[src/rtl/simon_pkg.sv]
// Shared types and constants for the Simon auto-player: FSM states,
// seven-segment result codes and one-hot helpers.
package simon_pkg;

    typedef enum logic [2:0] {
        IDLE,
        CAPTURE,
        PLAY,
        SETTLE,
        CHECK,
        CLEAR,
        DONE
    } state_t;

    typedef logic [2:0] idx_t;

    localparam logic [6:0] SEG_ZERO = 7'b1000000;
    localparam logic [6:0] SEG_ONE  = 7'b1111001;

    function automatic logic is_onehot(input logic [7:0] v);
        return (v != '0) && ((v & (v - 8'd1)) == '0);
    endfunction

    function automatic idx_t onehot_idx(input logic [7:0] v);
        idx_t r;
        r = '0;
        for (int unsigned i = 0; i < 8; i++) begin
            if (v[i]) r = 3'(i);
        end
        return r;
    endfunction

endpackage

[src/rtl/simon_flash_detect.sv]
// Turns a stable LED value into a single flash (one-hot) or bad (multi-hot)
// strobe on the MIN_ON-th cycle it is held; re-arms on any LED change.
module simon_flash_detect
    import simon_pkg::*;
#(
    parameter int unsigned MIN_ON = 4
) (
    input  logic       clk,
    input  logic       rst,
    input  logic [7:0] led,
    output logic       flash,
    output idx_t       idx,
    output logic       bad
);

    localparam int unsigned W = $clog2(MIN_ON) + 1;
    localparam logic [W-1:0] HOLD = W'(MIN_ON);

    logic [7:0]   prev;
    logic [W-1:0] cnt;
    logic         armed;

    logic         same;
    logic         armed_now;
    logic         hit;
    logic [W-1:0] run;

    // run counts the current cycle too, so a strobe fires on the MIN_ON-th sample
    always_comb begin
        same      = (led == prev);
        run       = !same ? W'(1) : ((cnt == HOLD) ? HOLD : cnt + 1'b1);
        armed_now = !same || armed;
        hit       = armed_now && (led != '0) && (run == HOLD);
        flash     = hit && is_onehot(led);
        bad       = hit && !is_onehot(led);
        idx       = onehot_idx(led);
    end

    always_ff @(posedge clk or posedge rst) begin
        if (rst) begin
            prev  <= '0;
            cnt   <= '0;
            armed <= 1'b0;
        end else begin
            prev  <= led;
            cnt   <= run;
            armed <= armed_now && !hit;
        end
    end

endmodule

[src/rtl/simon_auto_player.sv]
// Simon auto-player: captures the flashed LED sequence, replays it on SW,
// samples the result digit on seg0 and reports pass/fail/err.
module simon_auto_player
    import simon_pkg::*;
#(
    parameter int unsigned SEQ_LEN         = 7,
    parameter int unsigned MIN_ON          = 4,
    parameter int unsigned STEP_CYCLES     = 2,
    parameter int unsigned SETTLE_CYCLES   = 500,
    parameter int unsigned CAPTURE_TIMEOUT = 200000
) (
    input  logic       clk,
    input  logic       rst,
    input  logic       start,
    input  logic [7:0] LED,
    input  logic [6:0] seg0,
    output logic [7:0] SW,
    output logic       busy,
    output logic       done,
    output logic       pass,
    output logic       fail,
    output logic       err
);

    if (SEQ_LEN < 1 || SEQ_LEN > 8) begin : g_bad_seq_len
        $error("simon_auto_player: SEQ_LEN must be in 1..8");
    end
    if (MIN_ON == 0 || STEP_CYCLES == 0 || SETTLE_CYCLES == 0 || CAPTURE_TIMEOUT == 0) begin : g_bad_zero
        $error("simon_auto_player: timing parameters must be nonzero");
    end

    localparam int unsigned CW  = $clog2(SEQ_LEN) + 1;
    localparam int unsigned SCW = $clog2(STEP_CYCLES) + 1;
    localparam int unsigned STW = $clog2(SETTLE_CYCLES) + 1;
    localparam int unsigned TW  = $clog2(CAPTURE_TIMEOUT) + 1;

    localparam logic [CW-1:0]  SEQ_LAST   = CW'(SEQ_LEN - 1);
    localparam logic [SCW-1:0] STEP_LAST  = SCW'(STEP_CYCLES - 1);
    localparam logic [STW-1:0] SETTLE_END = STW'(SETTLE_CYCLES);
    localparam logic [TW-1:0]  TMO_LAST   = TW'(CAPTURE_TIMEOUT - 1);

    state_t         state;
    idx_t           seq_buf [8];
    logic [CW-1:0]  count;
    logic [CW-1:0]  ptr;
    logic [SCW-1:0] step_cnt;
    logic [STW-1:0] settle_cnt;
    logic [TW-1:0]  tmo_cnt;
    logic [3:0]     clr_idx;

    logic flash;
    logic bad;
    idx_t flash_idx;
    logic dup;
    logic step_tick;

    simon_flash_detect #(
        .MIN_ON(MIN_ON)
    ) u_detect (
        .clk  (clk),
        .rst  (rst),
        .led  (LED),
        .flash(flash),
        .idx  (flash_idx),
        .bad  (bad)
    );

    always_comb begin
        dup = 1'b0;
        for (int unsigned k = 0; k < 8; k++) begin
            if (k < 32'(count) && seq_buf[3'(k)] == flash_idx) dup = 1'b1;
        end
    end

    assign step_tick = (step_cnt == STEP_LAST);

    always_ff @(posedge clk or posedge rst) begin
        if (rst) begin
            state      <= IDLE;
            SW         <= '0;
            busy       <= 1'b0;
            done       <= 1'b0;
            pass       <= 1'b0;
            fail       <= 1'b0;
            err        <= 1'b0;
            count      <= '0;
            ptr        <= '0;
            step_cnt   <= '0;
            settle_cnt <= '0;
            tmo_cnt    <= '0;
            clr_idx    <= '0;
            for (int unsigned k = 0; k < 8; k++) seq_buf[3'(k)] <= '0;
        end else begin
            unique case (state)
                IDLE, DONE: begin
                    if (start) begin
                        state   <= CAPTURE;
                        busy    <= 1'b1;
                        done    <= 1'b0;
                        pass    <= 1'b0;
                        fail    <= 1'b0;
                        err     <= 1'b0;
                        count   <= '0;
                        tmo_cnt <= '0;
                    end
                end
                CAPTURE: begin
                    if (bad || (flash && dup)) begin
                        err      <= 1'b1;
                        state    <= CLEAR;
                        step_cnt <= '0;
                        clr_idx  <= '0;
                    end else if (flash) begin
                        seq_buf[3'(count)] <= flash_idx;
                        count              <= count + 1'b1;
                        tmo_cnt            <= '0;
                        if (count == SEQ_LAST) begin
                            state    <= PLAY;
                            step_cnt <= '0;
                            ptr      <= '0;
                        end
                    end else if (tmo_cnt == TMO_LAST) begin
                        err      <= 1'b1;
                        state    <= CLEAR;
                        step_cnt <= '0;
                        clr_idx  <= '0;
                    end else begin
                        tmo_cnt <= tmo_cnt + 1'b1;
                    end
                end
                PLAY: begin
                    step_cnt <= step_tick ? '0 : step_cnt + 1'b1;
                    if (step_tick) begin
                        SW[seq_buf[3'(ptr)]] <= 1'b1;
                        ptr                  <= ptr + 1'b1;
                        if (ptr == SEQ_LAST) begin
                            state      <= SETTLE;
                            settle_cnt <= '0;
                        end
                    end
                end
                SETTLE: begin
                    if (settle_cnt == SETTLE_END) state <= CHECK;
                    else settle_cnt <= settle_cnt + 1'b1;
                end
                CHECK: begin
                    if (seg0 == SEG_ONE)       pass <= 1'b1;
                    else if (seg0 == SEG_ZERO) fail <= 1'b1;
                    else                       err  <= 1'b1;
                    state    <= CLEAR;
                    step_cnt <= '0;
                    clr_idx  <= '0;
                end
                CLEAR: begin
                    // clr_idx == 8 means all bits are down; DONE lands one cycle after SW[7] drops
                    if (clr_idx[3]) begin
                        state <= DONE;
                        busy  <= 1'b0;
                        done  <= 1'b1;
                    end else begin
                        step_cnt <= step_tick ? '0 : step_cnt + 1'b1;
                        if (step_tick) begin
                            SW[clr_idx[2:0]] <= 1'b0;
                            clr_idx          <= clr_idx + 1'b1;
                        end
                    end
                end
                default: state <= IDLE;
            endcase
        end
    end

endmodule

[config.mk]
export PLATFORM = sky130hd
export DESIGN_NAME = simon_auto_player
export DESIGN_NICKNAME = d
export VERILOG_FILES = /design/src/rtl/simon_pkg.sv /design/src/rtl/simon_flash_detect.sv /design/src/rtl/simon_auto_player.sv
export SDC_FILE = /design/constraint.sdc
export NUM_CORES = 1
export LEC_CHECK = 0
export CORE_ASPECT_RATIO = 1.25
export CORE_MARGIN = 2
export CORE_UTILIZATION = 41
export DETAILED_ROUTE_END_ITERATION = 12
export DONT_BUFFER_PORTS = 1
export PLACE_DENSITY = 0.66
export SYNTH_ARGS = -nofsm -noshare
export SYNTH_HDL_FRONTEND = slang
export SYNTH_SLANG_ARGS = --single-unit
[constraint.sdc]
create_clock -name clk -period 6.7 [get_ports clk]
set_clock_uncertainty 0.1 [all_clocks]
set_input_delay 1.34 -clock clk [delete_from_list [all_inputs] [get_ports clk]]
set_output_delay 1.34 -clock clk [all_outputs]
set_load 0.01 [all_outputs]
==> out/qor.csv, run 1 <==
stage,metric,value,unit
critical_path,R2R Path End,tmo_cnt[3],
finish,filler cell count,1249,
clock_network,CTS tree,done,
sta,FMAX,0.238,GHz
yosys,Syn Inst Count,564,
critical_path,critical path required time,6.85,ns
min_path,hold_sp,u_detect.armed,
clock_network,Max clock buf depth,2,
finish,n_diodes,0,
place,dpl hpwl,8.89,mm
yosys,Synth top area share,42.9,%
min_path,Worst Hold Path EP,u_detect.armed,
floorplan,Cell Rows,47,
status,status,"complete, no violations",
critical_path,R2R Path Start,u_detect.prev[3],
critical_path,"Largest delay share family, worst path",compound AO/OA/AOI/OAI gates,
finish,area grow syn2layout,7.16,%
detailed_routing,Avg WL per Cell,17.1,um
min_path,hold path depth,1,
grt,vias in the first global route,4375,
critical_path,R2R cell count,8,
detailed_routing,post-detailed-route DRC marker count,0,
power_and_ir_drop,sequential share of power,45.3,%
grt,GRT overflow,0,
yosys,prevailing post-synth register cell,dfrtp_1,
floorplan,die width,108,um
detailed_routing,First DRT Iteration DRCs,241,
clock_network,CTS root buffer,clkbuf_16,
critical_path,Critical Path Max Stage Delay,0.82,ns
yosys,post-synthesis cell type count,67,
critical_path,worst path cell trace,nor2_1 -> o31ai_4 -> xor2_1 -> a211oi_1 -> nor2_1 -> a31oi_2 -> o21a_1 -> o21ai_0 -> a21oi_1,
clock_network,clock-pin slew on the worst setup and hold paths,0.06,ns
grt,global-route wire length before repair,21.1,mm
yosys,xor/xnor share of the synthesized area,5.85,%
detailed_routing,Via Count,4250,
place,IO Port Bufs,0,
yosys,post-synthesis mux area share,8.18,%
clock_network,CTS Hold Bufs,0,
place,Final Wtd Congestion,0.843,
detailed_routing,DRT Pass-1 Iters,4,
yosys,"Avg Cell Area, Syn",9.82,um^2
sta,"Slew Viols, Final",0,
yosys,Synth Area in Compound Gates,16.3,%
yosys,Post-Synth Simple-Gate Area,20.2,%
floorplan,Initial Util,41.9,%
clock_network,"Clk Latency, worst-skew pair",0.34,ns
power_and_ir_drop,VDD IR max,0.000138,V
sta,setup TNS,0,ns
finish,FF+latch area,2380,um^2
grt,largest net degree at the start of global routing,67,
finish,number of nets in the layout,577,
power_and_ir_drop,Total Power,0.00176,W
yosys,adder-cell share of the synthesized area,2.71,%
clock_network,CTS resizes,0,
yosys,largest family of logic cells by synthesized area,simple AND/OR/NAND/NOR gates,
yosys,Ys Warns,0,
yosys,dominant cells by area after synthesis,"dfrtp_1 43%, o21ai_0 4.3%, mux2_1 4.1%",
floorplan,core region area,13200,um^2
sta,Worst-Margin Slew,0.940,ns
sta,normalized max-slew margin,37.3,%
clock_network,Post-CTS Setup Repair Bufs,0,
clock_network,TritonCTS Sinks,95,
min_path,Hold/Removal Path Class,register to register,
finish,multi-input logic area,2960,um^2
sta,minimum clock period,4.21,ns
sta,Final setup violation count,0,
yosys,"Seq/Total Area, Yosys",42.9,%
critical_path,Critical Path AT,4.36,ns
power_and_ir_drop,clock power share,29.6,%
yosys,"EDFF count, synth",0,
power_and_ir_drop,PwrDens,296,nW/um^2
detailed_routing,final antenna-violating net count,0,
yosys,ys async rst share,100,%
grt,overall routing resource usage,18.2,%
finish,share of cells above drive strength 1,7.80,%
detailed_routing,vias per inst,5.89,
job,max-cap violations,0,
detailed_routing,final wirelength,12.4,mm
critical_path,reg2reg setup slack,3.21,ns
floorplan,Die Y,134,um
power_and_ir_drop,Int Power,0.00114,W
power_and_ir_drop,leak pwr,2.52,nW
critical_path,Bufs and invs on worst path,0,
clock_network,total CTS buffers,9,
critical_path,crit path kind,input port to register,
sta,post-route clock period utilization,62.8,%
yosys,Syn Nets,594,
power_and_ir_drop,switching power,0.000619,W
critical_path,"Max FO, Critical Path",35,
critical_path,endpoint class of the critical path,register,
floorplan,num ports,31,
critical_path,Crit path top cell by count,nor2_1,
sta,Fin. Hold Viols,0,
clock_network,H-Tree Depth,3,
yosys,Synth Cell Area,5540,um^2
critical_path,Startpoint Class,input port,
yosys,Yosys reg bits,95,
floorplan,Die ar.,14500,um^2
grt,initial antenna violation count,0,
power_and_ir_drop,combinational fraction of design power,25.1,%
sta,RSZ-0062 raised after global routing,no,
critical_path,Crit-path slowest cell,o21a_1,
power_and_ir_drop,Sw Ratio,35.2,%
yosys,Synth area leader,dfrtp_1,
-- power by group through the flow --
stage | combinational, W | clock (W) | sequential, W
after floorplan | 0.000438 | 0 | 0.000705
after global placement | 0.000426 | 0 | 0.000802
after global routing | 0.000503 | 0.000555 | 0.000813
after CTS | 0.000441 | 0.000531 | 0.000795
final | 0.000440 | 0.000520 | 0.000796
after detailed placement | 0.000439 | 0 | 0.000805
-- registers in the layout (all words and copies together), names as in the netlist --
signal	flops
fail	1
u_detect.prev	8
state	3
step_cnt	2
err	1
clr_idx	4
pass	1
tmo_cnt	19
busy	1
SW	8
done	1
ptr	4
count	4
seq_buf	24
u_detect.armed	1
u_detect.cnt	3
settle_cnt	10
-- worst max path at each step --
| stage | from | to | slack (ns) | depth (start not counted) |
|---|---|---|---|---|
| 6_report | LED[2] | tmo_cnt[3] | 2.49 | 9 |
| 5_1_grt | LED[2] | tmo_cnt[3] | 2.11 | 9 |
| 4_1_cts | LED[2] | tmo_cnt[3] | 2.52 | 9 |
| 3_5_place_dp | LED[2] | tmo_cnt[3] | 2.20 | 9 |
| 3_3_place_gp | LED[1] | tmo_cnt[11] | 2.34 | 9 |
| 2_1_floorplan | LED[6] | seq_buf[9] | 2.71 | 10 |
-- cell usage after synthesis (8+ instances only) --
cell type / number
dfrtp_1: 95
nand2_1: 50
o21ai_0: 48
nor2_1: 33
a21oi_1: 27
clkbuf_1: 22
mux2_1: 20
xnor2_1: 20
inv_1: 17
xor2_1: 17
and3_1: 16
nand4_1: 15
nand2b_1: 14
or3_1: 14
ha_1: 12
nand3_1: 11
o31ai_1: 10
nor3_1: 8
-- metal layers --
metal	GRT usage [%]	share of wire, %	up-vias
li1	-	-	2017
met1	22.3	43	2113
met2	31.6	51	97
met3	3.55	3.5	23
met4	6.48	2.1	0
met5	0	0	-
-- cells in the final DEF (no fill, tap or decap), types with 4 or more instances in the layout --
cell,count
a21oi_1,27
a31oi_1,4
and3_1,16
clkbuf_16,9
dfrtp_1,95
ha_1,12
inv_1,16
mux2_1,20
mux2i_1,7
mux4_2,6
nand2_1,50
nand2b_1,14
nand3_1,11
nand4_1,15
nor2_1,33
nor2b_1,6
nor3_1,8
nor4_1,4
o21a_1,7
o21ai_0,48
o31ai_1,9
or3_1,14
or4_1,7
xnor2_1,20
xor2_1,17
-- cell families (layout without fill, tap and decap cells) --
kind of cell               count (synthesis)  in the layout
muxes                                     35             35
AOI/OAI and AO/OA                        138            138
DFF                                       95             95
buffers and inverters                     48             35
adders and majority gates                 12             12
xor gates and xnor gates                  37             37
and+or+nand+nor                          199            199
-- area by class of cell --
cell class	count	share of cell area (%)
sequential	95	40.1
tap	171	3.60
clock inverter	3	0.717
inverter	17	1.12
clock buffer	12	4.32
timing repair buffer	3	0.379
multi-input combinational	421	49.8
-- per-stage QoR --
step	utilization, %	hold slack, ns	cells	cell area, um^2	worst slack [ns]
final	44.9	0.401	722	5940	2.49
after global placement	42.6	0.381	707	5640	2.34
after CTS	44.9	0.403	722	5940	2.52
after floorplan	-	0.365	564	5540	2.71
after global routing	44.9	0.428	722	5940	2.11
after detailed placement	42.6	0.388	707	5640	2.20
(Power assumes the default switching activity.)
==> run 2: changes to the inputs <==
--- a/config.mk
+++ b/config.mk
@@ -10,7 +10,7 @@
 export CORE_UTILIZATION = 41
 export DETAILED_ROUTE_END_ITERATION = 12
 export DONT_BUFFER_PORTS = 1
-export PLACE_DENSITY = 0.66
+export PLACE_DENSITY = 0.68
 export SYNTH_ARGS = -nofsm -noshare
 export SYNTH_HDL_FRONTEND = slang
 export SYNTH_SLANG_ARGS = --single-unit
==> constraint.sdc (replaced) <==
create_clock -name clk -period 3.65 [get_ports clk]
set_clock_uncertainty 0.1 [all_clocks]
set_input_delay 0.73 -clock clk [delete_from_list [all_inputs] [get_ports clk]]
set_output_delay 0.73 -clock clk [all_outputs]
set_load 0.01 [all_outputs]
==> out/qor.csv, run 2 (synthesized netlist as in run 1, its figures left out) <==
stage,metric,value,unit,change
clock_network,CTS Hold Bufs,0,,unchanged
grt,global-route wire length before repair,20.8,mm,-1.6%
detailed_routing,post-detailed-route DRC marker count,0,,unchanged
critical_path,critical path required time,3.77,ns,-3.08 ns
finish,Largest register FFs,24,,unchanged
finish,share of cells above drive strength 1,11.2,%,+3.4 points
grt,initial antenna violation count,0,,unchanged
finish,area grow syn2layout,11.2,%,
clock_network,CTS tree,done,,
critical_path,endpoint class of the critical path,register,,
critical_path,Crit-path slowest cell,nor4_2,,
critical_path,Critical Path AT,3.36,ns,-1.00 ns
clock_network,total CTS buffers,9,,unchanged
floorplan,Die Y,134,um,unchanged
grt,overall routing resource usage,18.0,%,-0.15 points
critical_path,crit path kind,input port to register,,
job,max-cap violations,0,,unchanged
detailed_routing,DRT Pass-1 Iters,5,,+1
clock_network,H-Tree Depth,3,,unchanged
status,status,"complete, no violations",,
finish,most frequent cells in the layout,"95 x dfrtp_1, 50 x nand2_1, 48 x o21ai_0, 33 x nor2_1, 27 x a21oi_1",,
critical_path,Critical Path Max Stage Delay,0.44,ns,-0.38 ns
finish,Final Core Density,46.6,%,+1.7 points
detailed_routing,Avg WL per Cell,16.6,um,-3.0%
sta,Final setup violation count,0,,unchanged
grt,largest net degree at the start of global routing,44,,-34%
power_and_ir_drop,PwrDens,565,nW/um^2,+91%
floorplan,num ports,31,,unchanged
clock_network,CTS resizes,0,,unchanged
clock_network,TritonCTS Sinks,95,,unchanged
clock_network,"Clk Latency, worst-skew pair",0.34,ns,about the same
place,placed cell areas,5790,um^2,+2.8%
floorplan,Cell Rows,47,,unchanged
finish,"commonest non-fill, non-tap cell in the layout",dfrtp_1,,
sta,FMAX,0.309,GHz,
sta,minimum clock period,3.24,ns,
sta,RSZ-0062 raised after global routing,no,,
grt,GRT overflow,0,,unchanged
grt,vias in the first global route,4311,,-1.5%
sta,Worst-Margin Slew,0.592,ns,-0.348 ns
sta,Worst Slack Setup Final,0.415,ns,-2.07 ns
sta,"Slew Viols, Final",0,,unchanged
finish,Final Instance Area,6160,um^2,+3.8%
min_path,Hold/Removal Path Class,input port to asynchronous set/reset pin,,
floorplan,Initial Util,41.9,%,unchanged
place,dpl hpwl,9.05,mm,+1.8%
detailed_routing,final wirelength,12.3,mm,-0.36%
finish,n_diodes,0,,unchanged
critical_path,Startpoint Class,input port,,
critical_path,"Largest delay share family, worst path",simple AND/OR/NAND/NOR gates,,
finish,Regs by FF count,"seq_buf x24, tmo_cnt x19, settle_cnt x10",,
detailed_routing,First DRT Iteration DRCs,262,,+8.7%
finish,number of nets in the layout,596,,+3.3%
finish,filler cell count,1224,,-2.0%
power_and_ir_drop,VDD IR max,0.000243,V,+76%
sta,post-route clock period utilization,88.6,%,
floorplan,die width,108,um,unchanged
critical_path,Bufs and invs on worst path,0,,unchanged
critical_path,worst path cell trace,nor4_2 -> xor2_1 -> o41ai_1 -> o22ai_1 -> a221o_1 -> nand4b_4 -> nor4_4 -> and4_1 -> mux2_1,,
detailed_routing,Via Count,4314,,+1.5%
place,IO Port Bufs,0,,unchanged
floorplan,Die ar.,14500,um^2,unchanged
clock_network,Max clock buf depth,2,,unchanged
critical_path,"Max FO, Critical Path",9,,-74%
detailed_routing,final antenna-violating net count,0,,unchanged
clock_network,Post-CTS Setup Repair Bufs,0,,unchanged
sta,normalized max-slew margin,60.5,%,+23 points
floorplan,core region area,13200,um^2,unchanged
place,Setup WS pre-CTS,0.0896,ns,-2.11 ns
detailed_routing,vias per inst,5.81,,-1.2%
place,Final Wtd Congestion,0.866,,+2.7%
finish,most flop-heavy register,seq_buf,,
clock_network,CTS root buffer,clkbuf_16,,
sta,setup TNS,0,ns,unchanged
sta,Fin. Hold Viols,0,,unchanged
clock_network,clock-pin slew on the worst setup and hold paths,0.07,ns,about the same
power_and_ir_drop,leak pwr,2.65,nW,+5.3%
## run 2: per-stage QoR
| step | cells | total power [W] | hold WS (ns) |
|---|---|---|---|
| after floorplan | 564 | 0.00210 | 0.365 |
| after global placement | 726 | 0.00230 | 0.381 |
| after detailed placement | 726 | 0.00234 | 0.392 |
| after CTS | 742 | 0.00350 | 0.219 |
| after global routing | 742 | 0.00371 | 0.236 |
| final | 742 | 0.00348 | 0.202 |
## run 2: cell type report
class | instances | area, um^2 | share of cell area (%)
timing repair buffer | 22 | 178 | 2.88
tap | 171 | 214 | 3.47
inverter | 17 | 66.3 | 1.08
clock buffer | 9 | 225 | 3.66
multi-input combinational | 421 | 2960 | 48.0
sequential | 95 | 2380 | 38.6
clock inverter | 7 | 144 | 2.34
## run 2: per-layer routing
| layer | vias to the layer above | part of all wire, % | track usage (%) |
|---|---|---|---|
| li1 | 2055 | - | - |
| met1 | 2149 | 43 | 22.3 |
| met2 | 95 | 52 | 31.2 |
| met3 | 15 | 4.2 | 3.89 |
| met4 | 0 | 1.7 | 5.91 |
| met5 | - | 0 | 0 |
## run 2: power by group
group,switching (W),internal [W],total [W]
sequential,0.000258,0.00118,0.00144
combinational,0.000505,0.000383,0.000888
clock,0.000410,0.000742,0.00115
total,0.00117,0.00231,0.00348
## run 2: worst paths after layout
check	from	endpoint	slack, ns	cells after the start
min in group clk	LED[1]	u_detect.prev[1]	0.31	0
hold reg to reg	u_detect.armed	u_detect.armed	0.40	1
max in group asynchronous	rst	seq_buf[16]	2.50	2
setup reg to reg	u_detect.prev[3]	seq_buf[10]	0.45	7
hold / removal	rst	tmo_cnt[12]	0.20	1
setup / recovery	LED[1]	seq_buf[10]	0.41	9
## run 2: worst reg2reg max path: cells and delay by family (launching register included)
family	cells	cell delay, ns
xor gates and xnor gates	1	0.15
DFF	1	0.37
muxes	1	0.36
and+or+nand+nor	5	2.11
==> run 3: changes to the inputs <==
--- a/config.mk
+++ b/config.mk
@@ -10,7 +10,7 @@
 export CORE_UTILIZATION = 41
 export DETAILED_ROUTE_END_ITERATION = 12
 export DONT_BUFFER_PORTS = 1
-export PLACE_DENSITY = 0.68
+export PLACE_DENSITY = 0.66
 export SYNTH_ARGS = -nofsm -noshare
 export SYNTH_HDL_FRONTEND = slang
 export SYNTH_SLANG_ARGS = --single-unit
==> constraint.sdc (replaced) <==
create_clock -name clk -period 3.3 [get_ports clk]
set_clock_uncertainty 0.1 [all_clocks]
set_input_delay 0.66 -clock clk [delete_from_list [all_inputs] [get_ports clk]]
set_output_delay 0.66 -clock clk [all_outputs]
set_load 0.01 [all_outputs]
==> out/qor.csv, run 3 (synthesized netlist as in run 1, its figures left out) <==
stage,metric,value,unit,change
sta,RSZ-0062 raised after global routing,no,,
clock_network,CTS tree,done,,
floorplan,Die Y,134,um,unchanged
clock_network,CTS root buffer,clkbuf_16,,
clock_network,clock-pin slew on the worst setup and hold paths,0.07,ns,about the same
finish,n_diodes,0,,unchanged
critical_path,Startpoint Class,register,,
sta,normalized max-slew margin,60.9,%,+0.32 points
grt,vias in the first global route,4405,,+2.2%
floorplan,num ports,31,,unchanged
detailed_routing,Via Count,4377,,+1.5%
detailed_routing,First DRT Iteration DRCs,237,,-9.5%
floorplan,die width,108,um,unchanged
critical_path,cell count along the critical path,9,,unchanged
clock_network,total CTS buffers,9,,unchanged
status,status,"complete, no violations",,
critical_path,reg2reg setup slack,0.26,ns,-0.19 ns
critical_path,"Largest delay share family, worst path",simple AND/OR/NAND/NOR gates,,
detailed_routing,DRT Pass-1 Iters,5,,unchanged
floorplan,Initial Util,41.9,%,unchanged
critical_path,critical path required time,3.47,ns,-0.30 ns
critical_path,Critical Path Max Stage Delay,0.69,ns,+0.25 ns
floorplan,Cell Rows,47,,unchanged
finish,most frequent cells in the layout,"95 x dfrtp_1, 49 x nand2_1, 48 x o21ai_0, 33 x nor2_1, 29 x buf_4",,
finish,area grow syn2layout,11.6,%,
min_path,Hold/Removal Path Class,input port to asynchronous set/reset pin,,
critical_path,Setup crit start,u_detect.prev[3],,
place,Setup WS pre-CTS,-0.00437,ns,-0.0940 ns
finish,most flop-heavy register,seq_buf,,
critical_path,Crit-path slowest cell,or4_1,,
critical_path,worst path cell trace,xor2_1 -> nor4_2 -> nand2_1 -> or4_1 -> o21ai_4 -> o21a_4 -> nand4_4 -> or4_1 -> a21oi_1,,
finish,Regs by FF count,"seq_buf x24, tmo_cnt x19, settle_cnt x10",,
sta,Worst-Margin Slew,0.587,ns,-0.00479 ns
grt,GRT overflow,0,,unchanged
floorplan,Die ar.,14500,um^2,unchanged
place,dpl hpwl,9.24,mm,+2.0%
place,IO Port Bufs,0,,unchanged
clock_network,TritonCTS Sinks,95,,unchanged
power_and_ir_drop,leak pwr,2.67,nW,+0.68%
clock_network,Post-CTS Setup Repair Bufs,0,,unchanged
clock_network,H-Tree Depth,3,,unchanged
finish,number of nets in the layout,605,,+1.5%
finish,filler cell count,1189,,-2.9%
clock_network,"Clk Latency, worst-skew pair",0.35,ns,about the same
sta,minimum clock period,3.04,ns,
floorplan,core region area,13200,um^2,unchanged
detailed_routing,post-detailed-route DRC marker count,0,,unchanged
finish,share of cells above drive strength 1,12.8,%,+1.6 points
job,max-cap violations,0,,unchanged
critical_path,end point of the critical path,tmo_cnt[11],,
clock_network,Max clock buf depth,2,,unchanged
place,Final Wtd Congestion,0.856,,-1.1%
critical_path,Crit path top cell by count,or4_1,,
sta,Final setup violation count,0,,unchanged
grt,global-route wire length before repair,21.2,mm,+2.1%
detailed_routing,final wirelength,12.6,mm,+2.5%
power_and_ir_drop,VDD IR max,0.000265,V,+9.1%
sta,post-route clock period utilization,92.3,%,
critical_path,Bufs and invs on worst path,0,,unchanged
grt,overall routing resource usage,18.3,%,+0.26 points
detailed_routing,vias per inst,5.83,,+0.24%
sta,FMAX,0.328,GHz,
sta,Fin. Hold Viols,0,,unchanged
critical_path,R2R Path End,tmo_cnt[11],,
sta,Worst Slack Setup Final,0.255,ns,-0.159 ns
critical_path,"Max FO, Critical Path",12,,+3
critical_path,Critical Path AT,3.21,ns,-0.15 ns
critical_path,endpoint class of the critical path,register,,
critical_path,R2R Path Start,u_detect.prev[3],,
critical_path,crit path kind,register to register,,
grt,initial antenna violation count,0,,unchanged
clock_network,CTS Hold Bufs,0,,unchanged
detailed_routing,Avg WL per Cell,16.8,um,+1.2%
finish,"commonest non-fill, non-tap cell in the layout",dfrtp_1,,
finish,Largest register FFs,24,,unchanged
critical_path,R2R cell count,9,,+2
detailed_routing,final antenna-violating net count,0,,unchanged
finish,Final Core Density,46.7,%,+0.14 points
clock_network,CTS resizes,0,,unchanged
power_and_ir_drop,PwrDens,593,nW/um^2,+4.9%
sta,"Slew Viols, Final",0,,unchanged
grt,largest net degree at the start of global routing,52,,+18%
-- run 3: cell types whose count changed in the layout (fill, tap and decap cells not counted), sizes merged --
cell	before	now
buf	22	31
bufinv	4	1
clkinv	1	3
inv	18	19
-- run 3: cell type report --
type | instances | area, um^2 | area share [%]
Tap cell | 171 | 214 | 3.46
Clock buffer | 9 | 225 | 3.64
Clock inverter | 7 | 80.1 | 1.30
Multi-Input combinational cell | 421 | 2960 | 47.9
Timing Repair Buffer | 31 | 258 | 4.17
Sequential cell | 95 | 2380 | 38.5
Inverter | 17 | 66.3 | 1.07
-- run 3: how the worst min path moves through the flow --
stage,from,end,cells past startpoint
global route,rst,settle_cnt[8],1
CTS,rst,settle_cnt[8],1
detailed placement,u_detect.armed,u_detect.armed,1
finish,rst,settle_cnt[8],1
floorplan,u_detect.armed,u_detect.armed,1
global placement,step_cnt[1],step_cnt[1],1
-- run 3: where the power goes --
part | internal, W | switching (W) | total [W]
logic | 0.000433 | 0.000558 | 0.000991
registers | 0.00131 | 0.000284 | 0.00159
clock network | 0.000597 | 0.000482 | 0.00108
-- run 3: per-layer routing --
layer / GRT usage (%) / routed length, um / vias up
li1: - / - / 2075
met1: 21.8 / 5300 / 2195
met2: 31.9 / 6710 / 92
met3: 4.13 / 435 / 15
met4: 6.77 / 180 / 0
met5: 0 / 0 / -
-- run 3: through the flow --
step	hold WS (ns)	cell area [um^2]	TNS [ns]	instances	total power (W)
floorplan	0.365	5540	0	564	0.00232
global placement	0.391	5870	0	735	0.00257
detailed placement	0.389	5870	-0.00442	735	0.00260
CTS	0.164	6180	0	751	0.00369
global route	0.185	6180	0	751	0.00389
finish	0.136	6180	0	751	0.00366
-- run 3: worst reg2reg max path, stage by stage, from the launching register on --
cell	delay [ns]
dfrtp_1	0.37
xor2_1	0.15
nor4_2	0.31
nand2_1	0.11
or4_1	0.69
o21ai_4	0.21
o21a_4	0.15
nand4_4	0.18
or4_1	0.52
a21oi_1	0.18
